### src/rtl/fetch_sequencer_pkg.sv
// Shared definitions for the instruction-fetch sequencer: default widths,
// the halt opcode and the fetch FSM state encoding.
package fetch_sequencer_pkg;

  localparam int         ADDR_W_DEF      = 5;
  localparam int         INSTR_W_DEF     = 16;
  localparam logic [3:0] HALT_OP_DEF     = 4'hF;
  localparam int         TIMEOUT_CYC_DEF = 15;

  typedef logic [2:0] state_t;

  localparam state_t ST_IDLE  = 3'd0;
  localparam state_t ST_FETCH = 3'd1;
  localparam state_t ST_DRAIN = 3'd2;
  localparam state_t ST_HOLD  = 3'd3;
  localparam state_t ST_HALT  = 3'd4;

  // States in which the sequencer is waiting on an instruction-memory response.
  function automatic logic is_wait(input state_t s);
    return (s == ST_FETCH) || (s == ST_DRAIN);
  endfunction

endpackage

### src/rtl/fetch_sequencer_timeout_ctr.sv
// Watchdog counter for memory responses; used by fetch_sequencer only when
// FETCH_TIMEOUT_EN is defined.
module fetch_timeout_ctr #(
  parameter  int TIMEOUT_CYC = 15,
  localparam int CW          = $clog2(TIMEOUT_CYC + 1)
) (
  input  logic clk,
  input  logic res_n,
  input  logic clear_i,
  input  logic inc_i,
  output logic expire_o
);

  logic [CW-1:0] cnt_q, cnt_d;

  always_comb begin
    cnt_d = cnt_q;
    if (clear_i)    cnt_d = '0;
    else if (inc_i) cnt_d = cnt_q + 1'b1;
  end

  always_ff @(posedge clk) begin
    if (!res_n) cnt_q <= '0;
    else        cnt_q <= cnt_d;
  end

  // Fires on the idle cycle that would bring the count to TIMEOUT_CYC.
  assign expire_o = inc_i && (cnt_q == CW'(TIMEOUT_CYC - 1));

endmodule

### src/rtl/fetch_sequencer.sv
// Instruction-fetch control stage: drives the PC register, fetches from imem
// into ir and hands it to decode. Optional watchdog: FETCH_TIMEOUT_EN.
module fetch_sequencer
  import fetch_sequencer_pkg::*;
#(
  parameter int         ADDR_W      = ADDR_W_DEF,
  parameter int         INSTR_W     = INSTR_W_DEF,
  parameter logic [3:0] HALT_OP     = HALT_OP_DEF,
  parameter int         TIMEOUT_CYC = TIMEOUT_CYC_DEF
) (
  input  logic               clk,
  input  logic               res_n,
  input  logic               start,
  input  logic [ADDR_W-1:0]  pc_value,
  output logic [ADDR_W-1:0]  pc_in,
  output logic               pc_load,
  output logic               pc_inc,
  output logic               pc_clr,
  output logic               imem_req,
  output logic [ADDR_W-1:0]  imem_addr,
  input  logic               imem_valid,
  input  logic [INSTR_W-1:0] imem_rdata,
  output logic [INSTR_W-1:0] ir,
  output logic [ADDR_W-1:0]  ir_pc,
  output logic               ir_valid,
  input  logic               ir_ready,
  input  logic               br_taken,
  input  logic [ADDR_W-1:0]  br_target,
  output logic               halted,
  output logic               fetch_err,
  output logic [2:0]         dbg_state
);

  // Decode handshake: the word in ir transfers on a cycle with ir_valid=1,
  // ir_ready=1 and br_taken=0; ir_valid only falls without a transfer when a
  // redirect discards the held instruction.

  state_t             state_q, state_d;
  logic [INSTR_W-1:0] ir_q, ir_d;
  logic [ADDR_W-1:0]  ir_pc_q, ir_pc_d;
  logic               ir_valid_q, ir_valid_d;
  logic               fetch_err_q, fetch_err_d;
  logic               br_act;
  logic               tmo_expire;

  assign br_act = br_taken && (state_q != ST_HALT);

`ifdef FETCH_TIMEOUT_EN
  fetch_timeout_ctr #(.TIMEOUT_CYC(TIMEOUT_CYC)) u_tmo (
    .clk      (clk),
    .res_n    (res_n),
    .clear_i  (is_wait(state_d) && (state_d != state_q)),
    .inc_i    (is_wait(state_q) && !imem_valid),
    .expire_o (tmo_expire)
  );
`else
  assign tmo_expire = 1'b0;
`endif

  always_comb begin
    state_d     = state_q;
    ir_d        = ir_q;
    ir_pc_d     = ir_pc_q;
    ir_valid_d  = ir_valid_q;
    fetch_err_d = fetch_err_q;
    if (br_act) begin
      // A response still outstanding must be drained before refetching.
      ir_valid_d = 1'b0;
      state_d    = (is_wait(state_q) && !imem_valid) ? ST_DRAIN : ST_FETCH;
    end else if (tmo_expire) begin
      fetch_err_d = 1'b1;
      state_d     = ST_HALT;
    end else begin
      case (state_q)
        ST_IDLE:  if (start) state_d = ST_FETCH;
        ST_FETCH: if (imem_valid) begin
          ir_d       = imem_rdata;
          ir_pc_d    = pc_value;
          ir_valid_d = 1'b1;
          state_d    = ST_HOLD;
        end
        ST_DRAIN: if (imem_valid) state_d = ST_FETCH;
        ST_HOLD:  if (ir_ready) begin
          ir_valid_d = 1'b0;
          state_d    = (ir_q[INSTR_W-1 -: 4] == HALT_OP) ? ST_HALT : ST_FETCH;
        end
        ST_HALT:  state_d = ST_HALT;
        default:  state_d = ST_IDLE;
      endcase
    end
  end

  always_ff @(posedge clk) begin
    if (!res_n) begin
      state_q     <= ST_IDLE;
      ir_q        <= '0;
      ir_pc_q     <= '0;
      ir_valid_q  <= 1'b0;
      fetch_err_q <= 1'b0;
    end else begin
      state_q     <= state_d;
      ir_q        <= ir_d;
      ir_pc_q     <= ir_pc_d;
      ir_valid_q  <= ir_valid_d;
      fetch_err_q <= fetch_err_d;
    end
  end

  assign pc_in     = br_target;
  assign pc_load   = br_act;
  assign pc_inc    = (state_q == ST_FETCH) && imem_valid && !br_taken;
  assign pc_clr    = ~res_n;
  assign imem_req  = (state_q == ST_FETCH);
  assign imem_addr = pc_value;
  assign ir        = ir_q;
  assign ir_pc     = ir_pc_q;
  assign ir_valid  = ir_valid_q;
  assign halted    = (state_q == ST_HALT);
  assign fetch_err = fetch_err_q;
  assign dbg_state = state_q;

endmodule

### config.mk
export PLATFORM = sky130hd
export DESIGN_NAME = fetch_sequencer
export DESIGN_NICKNAME = d
export VERILOG_FILES = /design/src/rtl/fetch_sequencer_pkg.sv /design/src/rtl/fetch_sequencer_timeout_ctr.sv /design/src/rtl/fetch_sequencer.sv
export SDC_FILE = /design/constraint.sdc
export NUM_CORES = 1
export LEC_CHECK = 0
export CAP_MARGIN = 0
export CORE_MARGIN = 4
export CORE_UTILIZATION = 32
export CTS_CLUSTER_SIZE = 8
export DETAILED_ROUTE_END_ITERATION = 10
export PLACE_DENSITY_LB_ADDON = 0.12
export SYNTH_ARGS = -nofsm -noshare
export SYNTH_HDL_FRONTEND = slang
export SYNTH_SLANG_ARGS = --single-unit
### constraint.sdc
create_clock -name clk -period 1.2 [get_ports clk]
set_input_delay 0.12 -clock clk [delete_from_list [all_inputs] [get_ports clk]]
set_output_delay 0.12 -clock clk [all_outputs]
set_load 0.005 [all_outputs]
# Word level (Yosys, flattened, before mapping)
# Cells that the tools add are included.
[word_totals] register_bits=25 in_bits=32 out_inout_bits=41
[classes] n_eq_ne=12 muxes=11 bitwise_logic=2 reduce_logical=13
[ops] op="$mux W3" count=6
[ops] op="$pmux W3 S5" count=1
[ops] op="$ne A3 B3 Y1 const B" count=4
[ops] op="$eq A3 B2 Y1 const B" count=2
[ops] op="$reduce_and A3 Y1" count=2
[ops] op="$eq A4 B4 Y1 const B" count=1
[ops] op="$logic_and A1 B1 Y1" count=4
[ops] op="$reduce_and A4 Y1" count=1
[ops] op="$eq A3 B1 Y1 const B" count=1
[ops] op="$eq A3 B3 Y1 const B" count=1
[ops] op="$logic_not A3 Y1" count=1
[ops] op="$ne A3 B2 Y1 const B" count=1
[ops] op="$logic_not A1 Y1" count=2
[ops] op="$mux W1" count=2
[ops] op="$mux W2" count=1
[ops] op="$ne A2 B1 Y1 const B" count=1
[ops] op="$ne A2 B2 Y1 const B" count=1
[ops] op="$not A1 Y1" count=2
[ops] op="$pmux W1 S2" count=1
[ops] op="$reduce_bool A2 Y1" count=1
[ops] op="$reduce_or A2 Y1" count=1
[ops] op="$logic_or A1 B1 Y1" count=1

# Depth between registers and ports, before layout
# Gate-level depths: netlist of the first run.
[logic_depth] ltp_word=5 depth_mapped=7

# Worst setup path before layout of the first run
# Ideal clock, no wire load.
[synth_path] path_type="register -> register" from="register state_q[0], in the netlist dbg_state[0]" to="register ir_q[0], in the netlist ir[0]" arrival_time_ps=1200 path_slack_ps=-71 path_stages_with_launch=8 n_path_buf=2 cell_sequence="dfxtp_1 buf_4 nor3b_4 nand3b_2 inv_2 buf_6 nand2_1 a21oi_1"
[synth_between] elab_chain_cells=4 elab_cells_between_ends=5 cone_classes="eq/ne: 2; bitwise: 1; reduce/logical: 2"
[synth_rtl] element="from (decl)" line_no="fetch_sequencer.sv:38" text="state_t state_q, state_d;"
[synth_rtl] element="from (signal assigned)" line_no="fetch_sequencer.sv:101" text="state_q <= state_d;"
[synth_rtl] element="$ne A3 B3 Y1" line_no="fetch_sequencer.sv:46" text="assign br_act = br_taken && (state_q != ST_HALT);"
[synth_rtl] element="$logic_and A1 B1 Y1" line_no="fetch_sequencer.sv:46"
[synth_rtl] element="$not A1 Y1 (no line)"
[synth_rtl] element="$reduce_and A3 Y1 (no line) (*)"
[synth_rtl] element="to (signal assigned)" line_no="fetch_sequencer.sv:102" text="ir_q <= ir_d;"
[synth_rtl] element="to (decl)" line_no="fetch_sequencer.sv:39" text="logic [INSTR_W-1:0] ir_q, ir_d;"
# Every way passes the cells marked *; elsewhere a longest branch is shown, timed or not.
# A chain may end at the register's enable or synchronous reset.

# Final worst setup path of the first run
[layout_path] from="register state_q[0], in the netlist dbg_state[0]" to="register state_q[0], in the netlist dbg_state[0]"
[layout_between] elab_chain_cells=5 elab_cells_between_ends=17 cone_classes="eq/ne: 9; mux: 3; reduce/logical: 5"
[layout_rtl] element="branches (longest 5 deep; another with $reduce_and A4 Y1)"
# Several ways; the timed one is not identified.

==> results.yml, run 1 <==
clocking:
  clock_latency_ps: 320
  cts_buffers: 3
  cts_tree: "done"
  cts_sinks: 25
  cts-root-buf: "clkbuf_4"
  path_clk_slew_ps: 130
  clockBufferDepth: 2
  h-tree-depth: 1
floorplan:
  die_area_mm2: 0.00456
  std_cell_rows: 21
  die_y_um: 67.5
  die_width_um: 67.5
  ioPinCount: 73
  coreArea_mm2: 0.00339
  initial_core_util: 0.334
cells_and_area:
  fillCellCount: 327
  stdcell_area_mm2: 0.00205
  layout_common_cells: "nand2_1 (45), dlygate4sd2_1 (28), clkdlybuf4s50_1 (26)"
  finalNetCount: 257
  antenna_cells: 0
  final_common_cell: "nand2_1"
  multi_input_area_um2: 526
  layout-drive-gt1-share: 0.375
  syn_to_final_growth_pct: 80.5
  seq_area_um2: 537
  final_cells: 270
pwr:
  seqPwrFrac: 0.491
  ir_worst_vdd_mv: 0.369
  leakagePower_nw: 0.922
  p_comb_frac: 0.299
  switching_share: 0.276
  p_switching_uw: 504
  p_int_mw: 1.33
  powerDensity_mw_per_mm2: 895
  clkPwrFrac: 0.210
  total_power_mw: 1.83
route:
  firstDrtPassIters: 4
  routed-via-count: 1223
  wire_per_inst_um: 13.4
  finalWirelength_um: 3620
  post-route-drc-count: 0
  ant_nets: 0
  dr.first_iter.drc_count: 53
  routed_via_density: 4.53
setup_path:
  cp_slowest_cell: "dfxtp_2"
  arrival_ps: 1700
  startpoint: "dbg_state[0]$_SDFFE_PN0P_"
  path_buf_inv: 3
  cp_max_fo: 3
  path_cells: "buf_6 -> nor3b_4 -> buf_4 -> buf_6 -> a22oi_2 -> nand2_2 -> o32ai_2"
  endpoint: "dbg_state[0]$_SDFFE_PN0P_"
  reg2reg_from: "dbg_state[0]$_SDFFE_PN0P_"
  crit_family: "compound AO/OA/AOI/OAI gates"
  max_stage_delay_ps: 350
  r2r-end: "dbg_state[0]$_SDFFE_PN0P_"
  end_kind: "register"
  path_common_cell: "buf_6"
  rr_worst_depth: 7
  cp.required_ps: 1440
  start_kind: "register"
  rrSetupSlack_ps: -260
  cp.depth: 7
  path_class: "register to register"
place:
  dpl-instance-area_mm2: 0.00184
  dpl_worst_slack_ps: -449
  io_buffers: 61
  dpl.cell_count: 251
  dpl.hpwl_um: 2570
  routabilityCongestion: 0.807
job:
  maxCapViolCount: 0
synth:
  yosysWarnings: 0
  netlist_instances: 143
  ys_types: 27
  synth_fp_nets: 175
  synth-seq-cells: 25
  seq_area_frac_synth: 0.442
  syn_avg_cell_area_um2: 7.93
  syn_area_mm2: 0.00113
grt:
  grt_max_degree: 22
  overflow: 0
  grt_pass1_vias: 1237
  track_usage: 0.160
  antenna_found_initial: 0
  grt_pass1_wl_um: 5540
timing:
  period_share: 1.22
  finalWorstSetupSlack_ps: -264
  setup_viol: 29
  hold_violations: 0
  period_minus_slack_ps: 1460
  clock_skew_ps: 6.07
  fmax_mhz: 683
  whs_ps: 240
  slew_violations: 0
  rsz0062_at_grt: "yes"
run_status:
  status: "complete, but fails checks"
  violations: "negative setup slack"
min_path:
  hold_class: "input port to output port"
-- kinds of logic (layout without fill, tap and decap cells) --
kind of cell | after synthesis | after routing | share of synthesized area
buffers and inverters | 24 | 105 | 0.138
and+or+nand+nor | 58 | 58 | 0.224
xor gates and xnor gates | 1 | 1 | 0.00773
DFF | 25 | 25 | 0.442
other | 1 | 1 | 0.00331
muxes | 2 | 2 | 0.0177
AOI/OAI and AO/OA | 32 | 32 | 0.168
-- per-stage QoR --
step,utilization,setup TNS [ps]
3_3_place_gp,0.543,-9150
4_1_cts,0.588,-5580
6_report,0.604,-4480
2_1_floorplan,-,-1040
3_5_place_dp,0.543,-9690
5_1_grt,0.604,-6890
-- cell type report --
| type | count | area share |
|---|---|---|
| Timing Repair Buffer | 96 | 0.428 |
| Sequential cell | 25 | 0.262 |
| Multi-Input combinational cell | 94 | 0.257 |
| Tap cell | 46 | 0.0281 |
| Inverter | 5 | 0.0116 |
| Clock buffer | 3 | 0.0110 |
| Clock inverter | 1 | 0.00245 |
-- power by group through the flow --
stage / Clock, mW / Sequential, mW / Combinational (mW)
3_5_place_dp: 0 / 0.919 / 0.494
6_report: 0.384 / 0.899 / 0.547
2_1_floorplan: 0 / 0.915 / 0.227
3_3_place_gp: 0 / 0.917 / 0.486
5_1_grt: 0.438 / 0.905 / 0.591
4_1_cts: 0.400 / 0.899 / 0.524
-- sequential cells by signal (all words and copies together) (netlist names) --
name,count
ir_valid,1
ir_pc,5
ir,16
dbg_state,3
-- worst min path at each step --
stage                  start            endpoint  slack [ps]  cells after the start
2_1_floorplan  imem_rdata[0]  ir[0]$_SDFFE_PN0P_         260                      2
6_report        br_target[4]            pc_in[4]         240                      0
3_3_place_gp    br_target[2]            pc_in[2]         240                      0
3_5_place_dp    br_target[2]            pc_in[2]         240                      0
4_1_cts         br_target[2]            pc_in[2]         240                      0
5_1_grt         br_target[2]            pc_in[2]         240                      0
-- worst register-to-register path: stages (launching register included) --
cell and delay [ps]:
dfxtp_2 350, buf_6 110, nor3b_4 150, buf_4 140, buf_6 110, a22oi_2 220
nand2_2 110, o32ai_2 190
-- cell usage after synthesis --
master | n | area [µm²]
nand2_1 | 47 | 176
dfxtp_1 | 25 | 500
a21oi_1 | 23 | 115
buf_4 | 13 | 97.6
nor2_1 | 5 | 18.8
inv_1 | 4 | 15.0
buf_2 | 2 | 10.0
buf_6 | 2 | 22.5
clkbuf_1 | 2 | 7.51
mux2i_1 | 2 | 20.0
o21ai_0 | 2 | 10.0
a2111oi_2 | 1 | 15.0
a22oi_1 | 1 | 7.51
a31oi_1 | 1 | 6.26
a32o_1 | 1 | 10.0
conb_1 | 1 | 3.75
inv_2 | 1 | 3.75
nand3_1 | 1 | 5.00
nand3b_2 | 1 | 11.3
nor3_1 | 1 | 5.00
nor3_2 | 1 | 10.0
nor3b_4 | 1 | 18.8
nor4b_1 | 1 | 8.76
o2111a_1 | 1 | 11.3
o22ai_1 | 1 | 6.26
o32ai_1 | 1 | 8.76
xnor2_1 | 1 | 8.76
-- routing by layer --
metal,global-route usage,vias up,wire (µm)
met4,0.0481,0,36
met5,0,-,0
met2,0.281,49,1850
li1,-,624,-
met1,0.184,545,1420
met3,0.0516,5,322
-- repair_timing --
| item | CTS | global route |
|---|---|---|
| setup endpoints to repair | 60 | 31 |
| hold buffers | 0 | 0 |
| setup buffers | 13 | 2 |
| pin swaps | 5 | 6 |
| resized for setup | 92 | 11 |
Note: power is estimated with default switching activity, not from simulation.
==> run 2: changes to the inputs <==
RECOVER_POWER = 100   (was not set)
SETUP_SLACK_MARGIN = 0.2   (was not set)
==> results.yml, run 2 (synthesis gave the netlist of run 1 again) <==
timing:
  period_share: 1.20
  whs_ps: 240
  hold_violations: 0
  clock_skew_ps: 1.27
  fmax_mhz: 693
  setup_viol: 31
  slew_violations: 0
  setup-tns-final_ps: -4920
  rsz0062_at_grt: "yes"
  period_minus_slack_ps: 1440
  finalWorstSetupSlack_ps: -244
grt:
  grt_max_degree: 22
  grt_pass1_wl_um: 5450
  grt_pass1_vias: 1275
  track_usage: 0.160
  met3_usage: 0.0549
  antenna_found_initial: 0
  overflow: 0
  grt.met2_usage: 0.282
  grt-busiest-layer: "met2"
  met1_usage: 0.176
floorplan:
  coreArea_mm2: 0.00339
  std_cell_rows: 21
  ioPinCount: 73
  die_area_mm2: 0.00456
  die_width_um: 67.5
  die_y_um: 67.5
  initial_core_util: 0.334
min_path:
  min_path_cells: 0
  hold_class: "input port to output port"
clocking:
  clock_latency_ps: 320
  cts-root-buf: "clkbuf_4"
  clockBufferDepth: 2
  cts_tree: "done"
  path_clk_slew_ps: 130
  h-tree-depth: 1
  cts_buffers: 3
  holdBufCountCts: 0
  cts_sinks: 25
setup_path:
  max_stage_delay_ps: 370
  end_kind: "output port"
  rr_worst_depth: 8
  rrSetupSlack_ps: -190
  path_class: "register to output port"
  arrival_ps: 1320
  cp_max_fo: 3
  path_cells: "buf_6 -> nor3b_4 -> nand3b_4 -> inv_4 -> buf_6"
  cp.required_ps: 1080
  start_kind: "register"
  path_common_cell: "buf_6"
  cp_slowest_cell: "dfxtp_4"
cells_and_area:
  finalNetCount: 269
  final_common_cell: "nand2_1"
  layout_common_cells: "nand2_1 (45), buf_4 (29), dfxtp_1 (22)"
  multi_input_area_um2: 603
  syn_to_final_growth_pct: 89.7
  antenna_cells: 0
  fillCellCount: 322
  layout-drive-gt1-share: 0.458
  seq_area_um2: 509
  largest_reg_flops: 16
pwr:
  leakagePower_nw: 0.928
  clkPwrFrac: 0.197
  ir_worst_vdd_mv: 0.609
  p_comb_frac: 0.342
  powerDensity_mw_per_mm2: 898
  switching_share: 0.279
  p_int_mw: 1.39
  seqPwrFrac: 0.461
  p_switching_uw: 540
place:
  dpl.hpwl_um: 2470
  io_buffers: 61
  dpl_worst_slack_ps: -469
  routabilityCongestion: 0.776
run_status:
  status: "complete, but fails checks"
  violations: "negative setup slack"
route:
  wire_per_inst_um: 13.6
  routed-via-count: 1296
  routed_via_density: 4.60
  post-route-drc-count: 0
  dr.first_iter.drc_count: 26
  ant_nets: 0
  firstDrtPassIters: 4
  finalWirelength_um: 3820
job:
  maxCapViolCount: 0
[run 2: cell count changes in the layout (fill, tap and decap cells not counted), sizes merged]
| cell | change |
|---|---|
| dlygate4sd2 | -20 |
| clkinv | -1 |
| buf | +24 |
| clkdlybuf4s50 | -7 |
| clkbuf | +11 |
| dlygate4sd3 | +5 |
[run 2: area by class of cell]
class,count,share of cell area
sequential,25,0.237
inverter,5,0.0111
multi-input combinational,94,0.280
clock buffer,4,0.0122
tap,46,0.0268
timing repair buffer,108,0.433
[run 2: what timing repair did]
action                     4_1_cts  5_1_grt
gates resized for setup        155       34
pin swaps                       10        2
setup endpoints to repair       60       44
buffers inserted                18        4
cloned                           0        2
[run 2: per-layer routing]
layer  vias to the layer above  wire length, µm
li1                        649                -
met1                       591             1580
met2                        48             1820
met3                         8              351
met4                         0               70
met5                         -                0
[run 2: critical path, delay by kind of cell (launching register included)]
kind                   cells  cell delay, ps
buffers and inverters      3             270
DFF                        1             370
and+or+nand+nor            2             370
[run 2: worst paths after layout]
| check | startpoint | endpoint |
|---|---|---|
| setup reg to reg | dbg_state[2]$_SDFFE_PN0P_ | ir[15]$_SDFFE_PN0P_ |
| setup / recovery | dbg_state[2]$_SDFFE_PN0P_ | pc_inc |
| hold / removal | br_target[4] | pc_in[4] |
| hold reg to reg | ir[4]$_SDFFE_PN0P_ | ir[4]$_SDFFE_PN0P_ |
[run 2: through the flow]
step           power [mW]  utilization  cells  instance area, µm²
6_report             1.93        0.635    282                2150
3_3_place_gp         1.40        0.547    254                1850
2_1_floorplan        1.15            -    143                1170
5_1_grt              2.05        0.635    282                2150
4_1_cts              1.89        0.616    276                2090
3_5_place_dp         1.41        0.547    254                1850
[run 2: power by group through the flow]
| stage | registers (mW) | clock network (mW) | logic (mW) |
|---|---|---|---|
| finish | 0.890 | 0.381 | 0.660 |
| global route | 0.896 | 0.443 | 0.707 |
| CTS | 0.894 | 0.393 | 0.604 |
| detailed placement | 0.921 | 0 | 0.491 |
| global placement | 0.920 | 0 | 0.483 |
| floorplan | 0.916 | 0 | 0.230 |
